`src/rtl/dwconv_tile_fetch.sv`:
```
// Tile fetcher for the depthwise 3x3 stage: reads 6x6 int8 maps and 3x3 kernels, emits padded 4x4 tiles.
// Define DWCONV_FETCH_PERF_EN to add the perf_cycles busy-cycle counter output.
module dwconv_tile_fetch #(
    parameter int CH_NUM = 32,
    parameter int FMAP_W = 6
) (
    input  logic         clk,
    input  logic         rst_b,
    input  logic         start,
    output logic         busy,
    output logic         done,
    output logic         fmap_rd_en,
    output logic [7:0]   fmap_rd_addr,
    input  logic [47:0]  fmap_rd_data,
    output logic         w_rd_en,
    output logic [4:0]   w_rd_addr,
    input  logic [71:0]  w_rd_data,
    output logic         en,
    output logic [4:0]   cnt_out,
    output logic [3:0]   pos_out,
    output logic [127:0] input_data,
    output logic [71:0]  select_weight
`ifdef DWCONV_FETCH_PERF_EN
    ,
    output logic [15:0]  perf_cycles
`endif
);

    localparam logic [4:0] LAST_CH  = 5'(CH_NUM - 1);
    localparam logic [3:0] LAST_POS = 4'd8;
    localparam logic [2:0] LAST_ROW = 3'(FMAP_W);

    typedef enum logic [2:0] {
        S_IDLE, S_RD0, S_RD1, S_RD2, S_RD3, S_CAP, S_EMIT, S_DONE
    } state_t;

    state_t        r_state, w_next;
    logic [4:0]    r_ch;
    logic [3:0]    r_pos;
    logic [95:0]   r_tile;
    logic [71:0]   r_wt;
    logic          r_rd_vld;

    logic [1:0]    w_py, w_px, w_k;
    logic          w_rd_phase;
    logic [2:0]    w_pr;
    logic          w_row_hit;
    logic          w_last;
    logic [47:0]   w_cap_row;
    logic [31:0]   w_pick_row;

    always_comb begin
        w_py = 2'd0;
        w_px = 2'd0;
        if (r_pos >= 4'd6) begin
            w_py = 2'd2;
            w_px = 2'(r_pos - 4'd6);
        end else if (r_pos >= 4'd3) begin
            w_py = 2'd1;
            w_px = 2'(r_pos - 4'd3);
        end else begin
            w_px = 2'(r_pos);
        end
    end

    always_comb begin
        w_k        = 2'd0;
        w_rd_phase = 1'b0;
        case (r_state)
            S_RD0: begin w_k = 2'd0; w_rd_phase = 1'b1; end
            S_RD1: begin w_k = 2'd1; w_rd_phase = 1'b1; end
            S_RD2: begin w_k = 2'd2; w_rd_phase = 1'b1; end
            S_RD3: begin w_k = 2'd3; w_rd_phase = 1'b1; end
            default: ;
        endcase
    end

    // Padded rows 0 and 7 are the zero border; only rows 1..6 touch the buffer.
    assign w_pr      = {w_py, 1'b0} + {1'b0, w_k};
    assign w_row_hit = w_rd_phase && (w_pr != 3'd0) && (w_pr <= LAST_ROW);
    assign w_last    = (r_ch == LAST_CH) && (r_pos == LAST_POS);

    always_ff @(posedge clk or negedge rst_b) begin
        if (!rst_b) r_state <= S_IDLE;
        else        r_state <= w_next;
    end

    always_comb begin
        w_next       = r_state;
        busy         = 1'b0;
        done         = 1'b0;
        en           = 1'b0;
        w_rd_en      = 1'b0;
        w_rd_addr    = 5'd0;
        fmap_rd_en   = w_row_hit;
        fmap_rd_addr = w_row_hit ? {r_ch, w_pr - 3'd1} : 8'd0;
        case (r_state)
            S_IDLE: if (start) w_next = S_RD0;
            S_RD0: begin
                busy      = 1'b1;
                w_rd_en   = 1'b1;
                w_rd_addr = r_ch;
                w_next    = S_RD1;
            end
            S_RD1: begin busy = 1'b1; w_next = S_RD2; end
            S_RD2: begin busy = 1'b1; w_next = S_RD3; end
            S_RD3: begin busy = 1'b1; w_next = S_CAP; end
            S_CAP: begin busy = 1'b1; w_next = S_EMIT; end
            S_EMIT: begin
                busy   = 1'b1;
                en     = 1'b1;
                w_next = w_last ? S_DONE : S_RD0;
            end
            S_DONE: begin done = 1'b1; w_next = S_IDLE; end
            default: w_next = S_IDLE;
        endcase
    end

    // A skipped read leaves stale data on the bus, so the row is forced to zero.
    assign w_cap_row = r_rd_vld ? fmap_rd_data : 48'd0;

    function automatic logic [7:0] f_pick(input logic [47:0] row, input logic [2:0] pc);
        case (pc)
            3'd1:    f_pick = row[7:0];
            3'd2:    f_pick = row[15:8];
            3'd3:    f_pick = row[23:16];
            3'd4:    f_pick = row[31:24];
            3'd5:    f_pick = row[39:32];
            3'd6:    f_pick = row[47:40];
            default: f_pick = 8'd0;
        endcase
    endfunction

    genvar gj;
    generate
        for (gj = 0; gj < 4; gj++) begin : g_col
            assign w_pick_row[gj*8 +: 8] = f_pick(w_cap_row, {w_px, 1'b0} + 3'(gj));
        end
    endgenerate

    always_ff @(posedge clk or negedge rst_b) begin
        if (!rst_b) begin
            r_ch          <= 5'd0;
            r_pos         <= 4'd0;
            r_tile        <= 96'd0;
            r_wt          <= 72'd0;
            r_rd_vld      <= 1'b0;
            input_data    <= 128'd0;
            select_weight <= 72'd0;
            cnt_out       <= 5'd0;
            pos_out       <= 4'd0;
        end else begin
            r_rd_vld <= fmap_rd_en;
            case (r_state)
                S_IDLE: begin
                    if (start) begin
                        r_ch  <= 5'd0;
                        r_pos <= 4'd0;
                    end
                end
                S_RD1: begin
                    r_tile[31:0] <= w_pick_row;
                    r_wt         <= w_rd_data;
                end
                S_RD2: r_tile[63:32] <= w_pick_row;
                S_RD3: r_tile[95:64] <= w_pick_row;
                S_CAP: begin
                    input_data    <= {w_pick_row, r_tile};
                    select_weight <= r_wt;
                    cnt_out       <= r_ch;
                    pos_out       <= r_pos;
                end
                S_EMIT: begin
                    if (r_ch == LAST_CH) begin
                        r_ch  <= 5'd0;
                        r_pos <= (r_pos == LAST_POS) ? 4'd0 : r_pos + 4'd1;
                    end else begin
                        r_ch <= r_ch + 5'd1;
                    end
                end
                default: ;
            endcase
        end
    end

`ifdef DWCONV_FETCH_PERF_EN
    logic [15:0] r_perf;

    // Counts every non-idle state, DONE included, and saturates.
    always_ff @(posedge clk or negedge rst_b) begin
        if (!rst_b) begin
            r_perf <= 16'd0;
        end else if (r_state == S_IDLE) begin
            if (start) r_perf <= 16'd0;
        end else if (r_perf != 16'hFFFF) begin
            r_perf <= r_perf + 16'd1;
        end
    end

    assign perf_cycles = r_perf;
`else
    // Cycle counter compiled out; tile datapath unchanged.
`endif

endmodule

```
`config.mk`:
```
export PLATFORM = sky130hd
export DESIGN_NAME = dwconv_tile_fetch
export DESIGN_NICKNAME = d
export VERILOG_FILES = /design/src/rtl/dwconv_tile_fetch.sv
export SDC_FILE = /design/constraint.sdc
export NUM_CORES = 1
export LEC_CHECK = 0
export BUFFER_PORTS_ARGS = -buffer_cell sky130_fd_sc_hd__buf_2
export CAP_MARGIN = 20
export CORE_MARGIN = 2
export CORE_UTILIZATION = 37
export DETAILED_ROUTE_END_ITERATION = 12
export GPL_ROUTABILITY_DRIVEN = 0
export HOLD_SLACK_MARGIN = 0.08
export SETUP_SLACK_MARGIN = 0.15
export SYNTH_ARGS = -nofsm -noshare
export SYNTH_HDL_FRONTEND = slang
export SYNTH_SLANG_ARGS = --single-unit
```
`constraint.sdc`:
```
create_clock -name clk -period 10.95 [get_ports clk]
set_clock_uncertainty 0.15 [all_clocks]
set_input_delay 2.19 -clock clk [delete_from_list [all_inputs] [get_ports clk]]
set_output_delay 2.19 -clock clk [all_outputs]
set_load 0.02 [all_outputs]
```
==> results of run 1 <==
==> tightest hold or removal path, cell delays in order, from the launching register on <==
cell,delay (ps)
dfrtp_1,350
nand2_1,50
nand2_1,50
==> synthesized netlist by cell type, types with 4 or more instances <==
cell	number
dfrtp_1	390
mux2i_1	24
buf_2	15
a22oi_1	7
nand3_1	14
a221oi_1	7
a221o_1	5
nor3_1	10
or3_1	4
o221ai_1	73
a21o_1	6
clkbuf_1	76
buf_1	11
inv_1	4
buf_6	4
and2_1	12
a221oi_2	8
nand2_1	914
nand2_4	4
and3_1	5
nor2_1	18
nor2b_1	4
ha_1	7
o21ai_0	33
nand2b_1	4
a32oi_1	18
nand4_1	25
a22o_1	5
o211ai_1	26
buf_4	5
==> cells by family after synthesis <==
family | Yosys count | synth area share
and+or+nand+nor | 1030 | 0.253
DFF | 390 | 0.594
AOI/OAI and AO/OA | 198 | 0.100
buffers and inverters | 116 | 0.0306
muxes | 25 | 0.0153
adders and majority gates | 7 | 0.00533
xor gates and xnor gates | 3 | 0.00160
==> per-layer routing <==
layer	GRT usage	vias to the layer above	part of all wire
li1	-	6493	-
met4	0.0877	4	0.034
met1	0.298	6880	0.42
met2	0.368	573	0.47
met5	0	-	0.00039
met3	0.0617	101	0.082
==> path summary, 6_finish.rpt <==
kind	end	slack [ps]	depth (start not counted)
worst max-delay path	fmap_rd_addr[0]	4750	9
worst min-delay path	select_weight[32]	310	2
min in group asynchronous	input_data[25]	1480	1
max in group asynchronous	r_wt[62]	6870	3
worst min register to register	select_weight[32]	310	2
worst max register to register	input_data[112]	7180	7
==> area by class of cell <==
class	instances	area, µm²	share of cell area
timing repair buffer	369	1910	0.0953
multi-input combinational	1263	6210	0.310
sequential	390	9760	0.488
antenna	1	2.50	0.000125
clock buffer	61	1250	0.0627
clock inverter	11	123	0.00613
tap	592	741	0.0370
inverter	5	18.8	0.000938
==> sequential cells by signal (all words and copies together), names as in the netlist <==
name and cells:
input_data 128, r_tile 96, cnt_out 5, r_state 3, pos_out 4, select_weight 72
r_pos 4, r_rd_vld 1, r_wt 72, r_ch 5
==> through the flow <==
stage               setup WS [ps]   util  instances  power [mW]
finish                       4750  0.455       2692        5.98
global route                 4460  0.454       2691        6.37
CTS                          4640  0.454       2690        6.04
detailed placement           5290  0.423       2618        4.59
global placement             5440  0.423       2618        4.54
floorplan                    5360      -       1769        3.74
==> report_power, final <==
| part | switching (mW) | leakage [nW] | internal, mW |
|---|---|---|---|
| logic | 1.49 | 5.04 | 0.657 |
| clock network | 0.591 | 0.680 | 0.841 |
| registers | 0.376 | 5.11 | 2.03 |
==> qor.csv, run 1 <==
metric;value;unit
status;finished clean;
synth_area_per_cell;9.29;µm²
vias;14100;
synth_seq_area_share;0.594;
final_cell_mix;nand2_1 (913), dfrtp_1 (390), buf_2 (348);
hp-start;r_wt[32];
drive_gt1_frac;0.221;
postCtsSetupBuffers;0;
r2r-start;r_state[0];
finalCriticalPeriod;6200;ps
cts_max_level;2;
io_pins;350;
start_util;0.373;
grt_first_pass_wirelength;83000;µm
grt_max_degree;119;
syn_area;16400;µm²
synth-main-ff-cell;dfrtp_1;
slew_headroom;0.155;
synth_top_area_share;0.594;
cts_buffers;43;
dpl.hpwl;36300;µm
nets;2202;
area_growth;21.8;%
clkTransAtPathRegs;60;ps
synth_edf_count;0;
fin_setup_tns;0;ps
avgRoutedWirePerCell;19.8;µm
crit_chain;nand3b_1 > buf_4 > nand2_1 > ha_1 > o21a_1 > or2_2 > a311oi_1 > and2_1 > buf_2;
first_pass_iters;6;
max_stage_delay;770;ps
core-area;44000;µm²
hold_path_class;reg -> reg;
crit_family;compound AO/OA/AOI/OAI gates;
drt-vias-per-instance;5.22;
tightestPinTransition;1270;ps
place_area;18600;µm²
wirelength;53200;µm
whs;310;ps
async_reset_ff_frac;1.00;
peakVddDrop;163;µV
maxSlewViolCount;0;
io_buffers;349;
finalHoldViolations;0;
setup_violations;0;
grt_setup_unrepaired;no;
end_kind;output port;
cap_violations;0;
clk_path_buf_depth;3;
power.density;299;nW/µm²
yosys_warnings;0;
rows;77;
cp.arrival;3860;ps
max_freq;0.161;GHz
clock_latency;560;ps
netlist_instances;1769;
crit_fanout;35;
finish.instance_area;20000;µm²
die_w;215;µm
antenna_left;0;
cp_num_buf_inv;2;
period_share;0.566;
drc_errors;0;
cp-startpoint;r_state[2];
cts_sinks;390;
cts_tree;done;
grt_overflow_total;0;
grt_pass1_vias;14000;
syn_nets;1899;
critPathRequiredTime;8610;ps
crit_path_start_kind;register;
netlist.top_cell.by_area;dfrtp_1;
worstSetupPathType;reg -> out;
track_usage;0.230;
drt_iter0_markers;889;
yosys-top-cells-area;dfrtp_1 (59%), nand2_1 (21%), o221ai_1 (3.9%);
die_y;215;µm
die-area;46100;µm²
cts_root_buffer;clkbuf_16;
post_cts_resize_count;0;
p_leak;10.8;nW
yosys_register_bits;390;
critical-path-slowest-cell;dfrtp_1;
holdBufCountCts;0;
synthDistinctLibCells;52;
final_common_cell;nand2_1;
antenna_found_initial;3;
nFillCells;4344;
Power figures use the tool's default switching activity.
==> run 2, diff against run 1 <==
==> constraint.sdc (replaced) <==
create_clock -name clk -period 5.4 [get_ports clk]
set_clock_uncertainty 0.15 [all_clocks]
set_input_delay 1.08 -clock clk [delete_from_list [all_inputs] [get_ports clk]]
set_output_delay 1.08 -clock clk [all_outputs]
set_load 0.02 [all_outputs]
==> run 2 against run 1 <==
Critical path depth stayed put. Cell area rose by 0.87%. Critical path type unchanged. Largest cell class unchanged. Register-to-register slack lost 5300 ps. Largest power group unchanged.
==> qor.csv, run 2 (synthesis results as in run 1) <==
metric;value;unit
status;finished clean;
critical-path-slowest-cell;a311oi_1;
io_buffers;349;
critPathRequiredTime;4170;ps
post-route-util;0.458;
crit_fanout;10;
hold_path_class;reg -> reg;
clkTransAtPathRegs;60;ps
vias;14100;
drt_iter0_markers;1110;
cts_sinks;390;
antenna_left;0;
post_cts_resize_count;0;
holdBufCountCts;0;
finalHoldViolations;0;
die-area;46100;µm²
crit_end;fmap_rd_addr[5];
nFillCells;4339;
cp.arrival;3760;ps
reg2regPathDepth;8;
worstSetupPathType;reg -> out;
setup_violations;0;
track_usage;0.232;
multi_input_area;6210;µm²
drt-vias-per-instance;5.23;
io_pins;350;
nets;2205;
drive_gt1_frac;0.226;
power.density;611;nW/µm²
slew_headroom;0.166;
area_growth;22.9;%
clk_path_buf_depth;3;
start_util;0.373;
wirelength;53600;µm
tightestPinTransition;1250;ps
rows;77;
crit_chain;ha_1 > or3b_1 > a21oi_1 > ha_1 > nor3_1 > or2_2 > a311oi_1 > and2_1 > buf_2;
max_freq;0.201;GHz
cts_tree;done;
final_cell_mix;nand2_1 (913), dfrtp_1 (390), buf_2 (348);
r2r_slack;1880;ps
place_inst;2621;
cap_violations;0;
total_power;12.3;mW
finalCriticalPeriod;4990;ps
end_kind;output port;
p_int;7.29;mW
cts_root_buffer;clkbuf_16;
comb_power_share;0.352;
p_switching;5.04;mW
cts_buffers;44;
largestRegisters;input_data: 128 flops, r_tile: 96 flops;
rr_endpoint;r_tile[10];
largest_register;input_data;
seq_power_share;0.397;
max_stage_delay;760;ps
r2r-start;r_pos[1];
period_share;0.924;
antenna_found_initial;0;
crit_top_cell;ha_1;
p_leak;10.9;nW
peakVddDrop;283;µV
p_sw_frac;0.409;
fin_cells;2704;
dpl.hpwl;36600;µm
drc_errors;0;
largest_reg_flops;128;
grt_first_pass_wirelength;83700;µm
fin_setup_tns;0;ps
cts_max_level;2;
grt_pass1_vias;14300;
grt_setup_unrepaired;no;
die_w;215;µm
first_pass_iters;5;
grt_overflow_total;0;
core-area;44000;µm²
avgRoutedWirePerCell;19.8;µm
grt_max_degree;118;
die_y;215;µm
crit_path_start_kind;register;
whs;297;ps
postCtsSetupBuffers;0;
cp-startpoint;r_pos[1];
power_frac_clock;0.251;
seqCellArea;9760;µm²
final_common_cell;nand2_1;
maxSlewViolCount;0;
clock_latency;570;ps
## run 2: worst min-delay path by stage
| stage | to | cells past startpoint | startpoint |
|---|---|---|---|
| 2_1_floorplan | input_data[0] | 2 | r_tile[0] |
| 5_1_grt | select_weight[30] | 2 | r_wt[30] |
| 3_3_place_gp | select_weight[49] | 2 | r_wt[49] |
| 6_report | select_weight[30] | 2 | r_wt[30] |
| 3_5_place_dp | select_weight[9] | 2 | r_wt[9] |
| 4_1_cts | select_weight[30] | 2 | r_wt[30] |
## run 2: per-layer routing
layer / global-route usage / vias up / wire length (µm)
li1: - / 6493 / -
met1: 0.305 / 6993 / 22600
met2: 0.367 / 552 / 24700
met3: 0.0538 / 111 / 4140
met4: 0.103 / 0 / 2120
met5: 0 / - / 0
## run 2: metrics by stage
| step | worst slack [ps] | area [µm²] |
|---|---|---|
| after detailed placement | 960 | 18700 |
| after CTS | 342 | 20200 |
| after global placement | 1070 | 18700 |
| final | 413 | 20200 |
| after global routing | 162 | 20200 |
| after floorplan | 918 | 16400 |
## run 2: power by group through the flow
stage                     Sequential, mW  Combinational (mW)  Clock, mW
after floorplan                     5.47                2.11          0
after global placement              4.90                4.30          0
after detailed placement            4.93                4.38          0
final                               4.90                4.34       3.09
after global routing                5.04                4.81       3.28
after CTS                           4.90                4.40       3.17
## run 2: final cells by class
| class | count | area share |
|---|---|---|
| Clock inverter | 22 | 0.0117 |
| Clock buffer | 59 | 0.0624 |
| Antenna cell | 2 | 0.000248 |
| Multi-Input combinational cell | 1263 | 0.307 |
| Tap cell | 592 | 0.0367 |
| Inverter | 5 | 0.000930 |
| Timing Repair Buffer | 371 | 0.0971 |
| Sequential cell | 390 | 0.483 |
## run 2: critical path, delay by kind of cell, from the launching register on
kind	cells	cell delay, ps
AND/OR/NAND/NOR	4	1020
AO/OA/AOI/OAI	2	930
adder cells (fa/ha/maj)	2	540
flip-flops	1	530
buffers and inverters	1	160
==> run 3, diff against run 2 <==
--- a/config.mk
+++ b/config.mk
@@ -7,6 +7,7 @@
 export LEC_CHECK = 0
 export BUFFER_PORTS_ARGS = -buffer_cell sky130_fd_sc_hd__buf_2
 export CAP_MARGIN = 20
+export CORE_ASPECT_RATIO = 1.5
 export CORE_MARGIN = 2
 export CORE_UTILIZATION = 37
 export DETAILED_ROUTE_END_ITERATION = 12
==> run 3 against run 2 <==
Register-to-register slack got worse by 410 ps. Cell area fell by 1.2%. Fmax up 2.0%. Cell count fell by 1.1%. Sequential power hardly changed. Sequential cell count is the same. Routed wire length decreased by 1.2%. Global-route usage down 0.45 points. Power decreased by 2.6%. Sequential share of layout area grew 0.57 points. Worst hold slack improved by 11 ps. First-iteration DRC count fell by 11%.
==> qor.csv, run 3 (synthesis results as in run 1) <==
metric;value;unit
core-area;43900;µm²
drive_gt1_frac;0.222;
finalCriticalPeriod;4890;ps
power.density;602;nW/µm²
holdBufCountCts;0;
place_ws;799;ps
seq_power_share;0.406;
drt_iter0_markers;992;
die-area;46100;µm²
hold_path_class;reg -> reg;
grt_max_degree;116;
largest_register;input_data;
start_util;0.375;
drt-vias-per-instance;5.20;
post_cts_resize_count;0;
grt_setup_unrepaired;no;
drc_errors;0;
antenna_left;0;
die_w;176;µm
first_pass_iters;6;
nFillCells;4302;
end_kind;output port;
wirelength;53000;µm
final_common_cell;nand2_1;
fin_cells;2675;
peakVddDrop;295;µV
nets;2200;
dpl.hpwl;35900;µm
slew_headroom;0.234;
clkTransAtPathRegs;60;ps
io_buffers;349;
multi_input_area;6210;µm²
max_freq;0.204;GHz
period_share;0.906;
io_pins;350;
p_int;7.04;mW
clk_path_buf_depth;3;
setup_ws;508;ps
largestRegisters;input_data: 128 flops, r_tile: 96 flops;
maxSlewViolCount;0;
grt_first_pass_wirelength;81800;µm
status;finished clean;
cts_root_buffer;clkbuf_16;
rows;94;
largest_reg_flops;128;
p_sw_frac;0.414;
grt_overflow_total;0;
place_inst;2604;
tightestPinTransition;1150;ps
antenna_found_initial;4;
crit_fanout;44;
area_growth;21.4;%
avgRoutedWirePerCell;19.8;µm
worstSetupPathType;reg -> out;
p_leak;10.8;nW
cts_tree;done;
postCtsSetupBuffers;0;
seqCellArea;9760;µm²
clock_latency;560;ps
power_frac_clock;0.232;
cts_buffers;40;
setup_violations;0;
crit_path_start_kind;register;
critPathRequiredTime;4170;ps
comb_power_share;0.362;
vias;13900;
r2r_slack;1470;ps
cp.arrival;3660;ps
die_y;262;µm
grt_pass1_vias;14100;
cts_max_level;2;
cap_violations;0;
finalHoldViolations;0;
final_cell_mix;nand2_1 (913), dfrtp_1 (389), buf_2 (348);
p_switching;4.98;mW
cts_sinks;390;
track_usage;0.228;
fin_setup_tns;0;ps
run 3: metal layers:
metal	global-route usage	vias up	wire length, µm
met5	0	-	27
met4	0.121	4	2780
met3	0.0543	119	4080
met2	0.370	563	25100
met1	0.282	6764	21000
li1	-	6470	-
run 3: layout make-up:
type	count	share of cell area
Sequential cell	390	0.489
Timing Repair Buffer	370	0.0972
Multi-Input combinational cell	1263	0.311
Tap cell	576	0.0361
Antenna cell	2	0.000251
Inverter	5	0.000941
Clock buffer	56	0.0577
Clock inverter	13	0.00727
run 3: power by group through the flow:
stage               clock network, mW  logic [mW]  registers (mW)
CTS                              2.86        4.39            4.87
finish                           2.79        4.35            4.87
detailed placement                  0        4.38            4.90
global route                     2.96        4.82            5.02
floorplan                           0        2.11            5.47
global placement                    0        4.31            4.88
run 3: final timing paths:
| kind | start | endpoint | depth (start not counted) |
|---|---|---|---|
| hold / removal | r_wt[68] | select_weight[68] | 2 |
| min in group asynchronous | rst_b | input_data[38] | 1 |
| setup / recovery | r_pos[1] | fmap_rd_addr[3] | 10 |
| setup reg to reg | r_pos[1] | r_tile[40] | 8 |
| hold reg to reg | r_wt[68] | select_weight[68] | 2 |
| max in group asynchronous | rst_b | input_data[88] | 2 |
run 3: critical path, cell delays in order, from the launching register on:
cell and delay (ps):
dfrtp_2 350, buf_4 440, ha_1 380, nand2b_1 150, a21oi_1 200, ha_1 200, nor3_1 60, or2_2 330
a311oi_2 610, and2_1 220, buf_2 160
run 3: metrics by stage:
| step | power, mW | util | hold slack (ps) | area (µm²) |
|---|---|---|---|---|
| detailed placement | 9.29 | 0.425 | 303 | 18600 |
| floorplan | 7.58 | - | 289 | 16400 |
| global route | 12.8 | 0.455 | 336 | 20000 |
| finish | 12.0 | 0.455 | 308 | 20000 |
| CTS | 12.1 | 0.455 | 310 | 19900 |
| global placement | 9.18 | 0.425 | 296 | 18600 |
